==> config.mk <==
export PLATFORM = sky130hd
export DESIGN_NAME = fp_addsub_arbiter
export DESIGN_NICKNAME = d
export VERILOG_FILES = /design/src/rtl/fp_addsub_arbiter.sv
export SDC_FILE = /design/constraint.sdc
export NUM_CORES = 1
export LEC_CHECK = 0
export ABC_AREA = 1
export ABC_CLOCK_PERIOD_IN_PS = 2500
export CAP_MARGIN = 5
export CORE_AREA = 2 2 169 171
export CTS_BUF_LIST = sky130_fd_sc_hd__clkbuf_4 sky130_fd_sc_hd__clkbuf_8
export CTS_CLUSTER_SIZE = 10
export DETAILED_ROUTE_END_ITERATION = 8
export DIE_AREA = 0 0 171 173
export GPL_TIMING_DRIVEN = 1
export HOLD_SLACK_MARGIN = 0.15
export SYNTH_ARGS = -nofsm -noshare
export SYNTH_HDL_FRONTEND = slang
export SYNTH_SLANG_ARGS = --single-unit
==> constraint.sdc <==
create_clock -name clk -period 2.5 [get_ports clk]
set_clock_uncertainty 0.15 [all_clocks]
set_input_delay 0.5 -clock clk [delete_from_list [all_inputs] [get_ports clk]]
set_output_delay 0.5 -clock clk [all_outputs]
set_load 0.02 [all_outputs]
==> src/rtl/fp_addsub_arbiter.sv <==
// rtl/fp_addsub_arbiter.sv - round-robin front end sharing one combinational fp add/sub unit
// Two registered stages: operand stage driving the shared unit, and a tagged response stage.
module fp_addsub_arbiter #(
    parameter int sig_width = 23,
    parameter int exp_width = 8,
    parameter int NUM_REQ   = 4,
    parameter int ID_W      = 2
) (
    input  logic                                         clk,
    input  logic                                         rst_n,
    input  logic [NUM_REQ-1:0]                           req_valid,
    output logic [NUM_REQ-1:0]                           req_ready,
    input  logic [NUM_REQ*(sig_width+exp_width+1)-1:0]   req_a,
    input  logic [NUM_REQ*(sig_width+exp_width+1)-1:0]   req_b,
    input  logic [NUM_REQ*3-1:0]                         req_rnd,
    input  logic [NUM_REQ-1:0]                           req_op,
    output logic [sig_width+exp_width:0]                 fu_a,
    output logic [sig_width+exp_width:0]                 fu_b,
    output logic [2:0]                                   fu_rnd,
    output logic                                         fu_op,
    input  logic [sig_width+exp_width:0]                 fu_z,
    input  logic [7:0]                                   fu_status,
    output logic                                         rsp_valid,
    input  logic                                         rsp_ready,
    output logic [sig_width+exp_width:0]                 rsp_z,
    output logic [7:0]                                   rsp_status,
    output logic [ID_W-1:0]                              rsp_id
);
    localparam int W = sig_width + exp_width + 1;
    localparam logic [ID_W-1:0] LAST_ID = ID_W'(NUM_REQ - 1);

    logic            s1_v_q, s1_v_d;
    logic [ID_W-1:0] s1_id_q, s1_id_d;
    logic [ID_W-1:0] ptr_q, ptr_d;
    logic [W-1:0]    fu_a_q, fu_a_d, fu_b_q, fu_b_d;
    logic [2:0]      fu_rnd_q, fu_rnd_d;
    logic            fu_op_q, fu_op_d;
    logic            rsp_valid_q, rsp_valid_d;
    logic [W-1:0]    rsp_z_q, rsp_z_d;
    logic [7:0]      rsp_status_q, rsp_status_d;
    logic [ID_W-1:0] rsp_id_q, rsp_id_d;

    logic            adv2, accept, xfer, gnt_found;
    logic [ID_W-1:0] gnt;

    // First valid requester at or after ptr, wrapping around.
    always_comb begin
        int idx;
        gnt_found = 1'b0;
        gnt       = '0;
        for (int k = 0; k < NUM_REQ; k++) begin
            idx = int'(ptr_q) + k;
            if (idx >= NUM_REQ) idx = idx - NUM_REQ;
            if (!gnt_found && req_valid[idx]) begin
                gnt_found = 1'b1;
                gnt       = ID_W'(idx);
            end
        end
    end

    assign adv2   = s1_v_q & (~rsp_valid_q | rsp_ready);
    assign accept = ~s1_v_q | adv2;
    assign xfer   = gnt_found & accept;

    always_comb begin
        req_ready = '0;
        if (rst_n && xfer) req_ready[gnt] = 1'b1;
    end

    always_comb begin
        s1_id_d      = s1_id_q;
        ptr_d        = ptr_q;
        fu_a_d       = fu_a_q;
        fu_b_d       = fu_b_q;
        fu_rnd_d     = fu_rnd_q;
        fu_op_d      = fu_op_q;
        rsp_z_d      = rsp_z_q;
        rsp_status_d = rsp_status_q;
        rsp_id_d     = rsp_id_q;
        if (xfer) begin
            fu_a_d   = req_a[gnt*W +: W];
            fu_b_d   = req_b[gnt*W +: W];
            fu_rnd_d = req_rnd[gnt*3 +: 3];
            fu_op_d  = req_op[gnt];
            s1_id_d  = gnt;
            ptr_d    = (gnt == LAST_ID) ? '0 : gnt + 1'b1;
        end
        // Shared unit output is only ever registered here, never passed through.
        if (adv2) begin
            rsp_z_d      = fu_z;
            rsp_status_d = fu_status;
            rsp_id_d     = s1_id_q;
        end
        s1_v_d      = xfer | (s1_v_q & ~adv2);
        rsp_valid_d = adv2 | (rsp_valid_q & ~rsp_ready);
    end

    always_ff @(posedge clk or negedge rst_n) begin
        if (!rst_n) begin
            s1_v_q       <= 1'b0;
            s1_id_q      <= '0;
            ptr_q        <= '0;
            fu_a_q       <= '0;
            fu_b_q       <= '0;
            fu_rnd_q     <= '0;
            fu_op_q      <= 1'b0;
            rsp_valid_q  <= 1'b0;
            rsp_z_q      <= '0;
            rsp_status_q <= '0;
            rsp_id_q     <= '0;
        end else begin
            s1_v_q       <= s1_v_d;
            s1_id_q      <= s1_id_d;
            ptr_q        <= ptr_d;
            fu_a_q       <= fu_a_d;
            fu_b_q       <= fu_b_d;
            fu_rnd_q     <= fu_rnd_d;
            fu_op_q      <= fu_op_d;
            rsp_valid_q  <= rsp_valid_d;
            rsp_z_q      <= rsp_z_d;
            rsp_status_q <= rsp_status_d;
            rsp_id_q     <= rsp_id_d;
        end
    end

    assign fu_a       = fu_a_q;
    assign fu_b       = fu_b_q;
    assign fu_rnd     = fu_rnd_q;
    assign fu_op      = fu_op_q;
    assign rsp_valid  = rsp_valid_q;
    assign rsp_z      = rsp_z_q;
    assign rsp_status = rsp_status_q;
    assign rsp_id     = rsp_id_q;
endmodule
# Yosys cells after proc, flatten, opt, wreduce, memory -nomap -nowiden
# Cells that the tools add are included.
[classes]
addsub = 8
multipliers = 1
n_lt_le_gt_ge = 10
eq_ne = 1
shift = 3
mux = 30
n_bitwise = 12
n_reduce_logical = 8
[ops]
columns = ["operator", "n"]
rows = [
  ["variable part select 128 x 8 -> 32 bit", 2],
  ["less-than comparator 32 x 4 -> 1 bit, second input constant", 4],
  ["2-to-1 mux 32 bit", 4],
  ["2-to-1 mux 1 bit", 14],
  ["variable part select 12 x 5 -> 3 bit", 1],
  ["subtractor 3 x 3 -> 4 bit, second input constant", 3],
  ["binary-select mux 1 bit (select 2 bit)", 5],
  ["2-to-1 mux 2 bit", 5],
  ["greater-or-equal comparator 3 bit, second input constant", 3],
  ["adder 2 x 2 -> 3 bit, second input constant", 2],
  ["logical AND 1 bit", 5],
  ["bitwise AND 1 bit", 4],
  ["multiplier 2 x 2 -> 4 bit, second input constant", 1],
  ["2-to-1 mux 4 bit", 1],
  ["NOT 1 bit", 4],
  ["bitwise OR 1 bit", 4],
  ["subtractor 2 x 3 -> 4 bit, second input constant", 1],
  ["adder 2 x 1 -> 3 bit, second input constant", 1],
  ["greater-or-equal comparator 2 x 3 -> 1 bit, second input constant", 1],
  ["logical NOT 1 bit", 3],
  ["less-than comparator 2 x 3 -> 1 bit, second input constant", 1],
  ["adder 2 x 1 -> 2 bit, second input constant", 1],
  ["demux 1 bit (select 2 bit)", 1],
  ["== test 2 bit, second input constant", 1],
  ["greater-or-equal comparator 2 x 1 -> 1 bit, second input constant", 1],
]
[totals]
ff_bits = 116
inputBits = 319
out_inout_bits = 115
wordCells = 84

# Logic depth before layout (Yosys ltp)
[depth]
word_depth = 20
mapped_depth = 17
depth_no_buf = 15

# Least setup slack after synthesis
# OpenSTA, ideal clock, no wires.
[synth_path]
kind = "register to output"
startpoint = "register ptr_q[0]"
endpoint = "output port req_ready[1]"
t_arrival_ns = 1.938
required_time_ns = 1.850
path_slack_ns = -0.088
path_stages_with_launch = 13
path_buffers = 3
cell_sequence = "dfrtp_1 buf_6 inv_4 nand2_1 nand2_1 nand2_1 nand2_1 nand2_1 nand3_1 nand3_2 buf_4 buf_2 nor3_1"
[synth_via]
elab_chain_cells = 20
word_cells_on_any_way = 49
cone_classes = "add/sub (7); order compare (6); mux (27); bitwise (1); reduce/logical (8)"
[synth_rtl]
columns = ["element", "line", "rtl"]
rows = [
  ["start, declared", "34", "logic [ID_W-1:0] ptr_q, ptr_d;"],
  ["start signal, assigned", "114", "ptr_q <= ptr_d;"],
  ["parallel branches: the longest is 19 deep, another holds subtractor 3 x 3 -> 4 bit", "n/a", ""],
  ["2-to-1 mux 4 bit (*)", "67", "if (rst_n && xfer) req_ready[gnt] = 1'b1;"],
  ["end, declared", "12", "output logic [NUM_REQ-1:0] req_ready,"],
]
# Mark *: on every way between the ends. The select of a mux whose other input is x is not followed.

# Worst setup path in the final report
[layout_path]
startpoint = "register ptr_q[0]"
endpoint = "output port req_ready[0]"
# The elaborated chain is that of the path after synthesis.

==> metrics <==
first-pass GRT wire length ~43 mm; drt pass-1 iters 4; top_reg_cell synth dfrtp_1; Layout Utilization between 40% and 50%; part of the power in combinational logic 72.9%; port bufs between 400 and 500; vias in the first global route ~8000; Final Hold Viols 0; Psw between 9 and 10 mW; Post-synth ARST share between 90% and 100%; largest family of logic cells by synthesized area simple AND/OR/NAND/NOR gates; Layout Nets about 1800; startpoint types register; xor/xnor share of the synthesized area 0%; endpoint class of the critical path output port; Total GRT Usage 18.9%; slowest CP cell dfrtp_1; Crit path top cell by count nand2_2; die height ~170 um; Yosys reg bits around 120; Synth Area in Simple Gates between 40% and 50%; # H-tree levels 4; max_cap viols 0; Ports ~430; area share of fa/ha/maj cells after synthesis less than 1%; Layout Area Growth over Synthesis 83.5%; pre-CTS setup slack -0.927 ns; Ant. Diodes 0; worst min path class reg -> reg; Clk pwr share between 9 and 10%; CTS Buf Count 17; GRT overflow 0; WP data required 1.85 ns; syn_nets 1314; root buf cell clkbuf_8; RSZ-0062 raised after global routing true; largest net degree at the start of global routing between 100 and 150; crit path time final approximately 3.0 ns; Critical Path AT between 2 and 2.5 ns; Worst-path clk slew roughly 0.080 ns; Clock Sinks about 120; share of layout cells above drive strength 1 a little over an eighth; sequential area share after synthesis about 42%; die width around 170 um; DRC violations left 0; Post-synth EDFFs 0; period utilization 119%; Design Power between 15 and 20 mW; dpl hpwl 20.9 mm; crit path cell chain buf_12 > buf_8 > nand2_2 > nand3_2 > nand2_2 > nand2_2 > nand2_1 > nand2_2 > nand3_4 > clkinv_4 > buf_6 > nor3_4 > buf_6; critical path class reg -> out; Worst Tran Pin Value between 0.6 and 0.7 ns; slew margin rel. between 50 and 60%; Max FO, Critical Path 6; CTS tree built; initial antenna violation count 1; vias per cell about 4.4; DR vias 8134; Synth cell types 25; worst-skew pair later-pin latency ~0.43 ns; Cell Rows a little over 60; power share of the sequential group ~17%; Max Slew Vio Count 0; Synth Cell Area between 0.006 and 0.007 mm^2; Finish-stage setup viols 60; Routed WL between 30 and 40 mm; post-synthesis mux area share between 6 and 7%; final antenna-violating net count 0; leakage 5.91 nW; highest clock rate around 0.34 GHz; Pwr Density about 1400 mW/mm^2; Setup TNS Final -7.50 ns; post-route setup slack -0.470 ns; fillers approximately 2800; switching part of the total power between 50% and 60%; Initial Utilization roughly 25%; Max VDD drop about 1.1 mV; failing checks setup timing; Finished Cell Area ~0.013 mm^2; Initial DRC Count ~360; Mapped Cells roughly 990; die area around 0.03 mm^2; Compound-Gate Fraction of Synth Area 0.802%; Core Area around 0.028 mm^2; commonest non-fill, non-tap cell in the layout nand2_1; placed cell areas ~0.012 mm^2; YS warnings 0; routability cong. just over 0.8; internal power 8.73 mW; status finished, violations left; critical path's largest stage delay ~0.4 ns; most frequent cells in the layout nand2_1 (561), clkdlybuf4s50_1 (428), nand3_1 (136); Clock Path Buffers 2; DR WL/cell around 16 um; Avg Cell Area, Syn 6.91 um^2
stage by stage:
step | hold slack, ns | std cells
floorplan | 0.0544 | 994
global placement | 0.316 | 1773
detailed placement | 0.324 | 1773
CTS | 0.348 | 1816
global route | 0.366 | 1830
finish | 0.344 | 1830
synthesized netlist by cell type (2+ instances only):
master    count  area (um^2)
nand2_1     587         2200
nand3_1     141          706
dfrtp_1     116         2900
mux2_2       40          450
buf_2        39          195
inv_1        15         56.3
clkbuf_1     12         45.0
buf_4         7         52.6
buf_6         6         67.6
inv_2         5         18.8
nor2_1        4         15.0
o21ai_0       4         20.0
nand3_2       3         30.0
nand4_1       2         12.5
nor2_2        2         12.5
nor3_1        2         10.0
final cells by class:
| cell class | instances | area (um^2) | share of cell area (%) |
|---|---|---|---|
| Multi-Input combinational cell | 793 | 3760 | 29.8 |
| Timing Repair Buffer | 490 | 4990 | 39.6 |
| Inverter | 21 | 96.3 | 0.764 |
| Tap cell | 378 | 473 | 3.75 |
| Clock inverter | 15 | 148 | 1.17 |
| Clock buffer | 17 | 234 | 1.86 |
| Sequential cell | 116 | 2900 | 23.0 |
registers in the layout, summed over array words and instances (netlist names):
register	flops
rsp_valid	1
s1_v_q	1
rsp_id	2
fu_rnd	3
ptr_q	2
fu_b	32
rsp_status	8
fu_op	1
fu_a	32
rsp_z	32
s1_id_q	2
per-layer routing:
layer | part of all wire (%) | track usage (%) | up-vias
met5 | 0.053 | 0 | -
met3 | 7.7 | 5.33 | 45
met2 | 50 | 33.2 | 344
met4 | 2.4 | 5.72 | 2
met1 | 40 | 22.1 | 3719
li1 | - | - | 4024
kinds of logic (layout without fill, tap and decap cells):
logic type      Yosys count  count (layout)
flops                   116             116
fa+ha+maj                 1               1
mux                      40              40
buf+inv                  85             543
compound gates            9               9
simple gates            743             743
critical path, delay by kind of cell, from the launching register on:
kind / cells / cell delay (ns)
simple gates: 8 / 0.85
buf+inv: 5 / 0.65
flops: 1 / 0.40
power groups by stage:
stage / clock network, mW / registers (mW) / logic [mW]
2_1_floorplan: 0 / 3.93 / 6.43
3_3_place_gp: 0 / 3.06 / 11.3
3_5_place_dp: 0 / 3.09 / 11.3
4_1_cts: 1.85 / 3.07 / 11.9
5_1_grt: 1.94 / 3.17 / 14.3
6_report: 1.77 / 3.07 / 13.0
worst paths after layout:
check | cells after the start | to | start | slack, ns
max | 13 | req_ready[0] | ptr_q[0] | -0.47
min | 2 | rsp_id[1] | rsp_id[1] | 0.34
max reg2reg | 15 | fu_op | ptr_q[0] | -0.21
min reg2reg | 2 | rsp_id[1] | rsp_id[1] | 0.34
max in group asynchronous | 3 | ptr_q[1] | rst_n | 1.02
min in group asynchronous | 3 | fu_a[25] | rst_n | 0.63
repair_timing:
| action | 4_1_cts | 5_1_grt |
|---|---|---|
| cloned | 0 | 3 |
| setup buffers | 10 | 11 |
| pin swaps | 11 | 20 |
| setup endpoints to repair | 74 | 74 |
| hold buffers | 1 | 0 |
| gates resized for setup | 59 | 52 |
| endpoints found under the hold margin | 116 | 0 |
(Power assumes the default switching activity.)
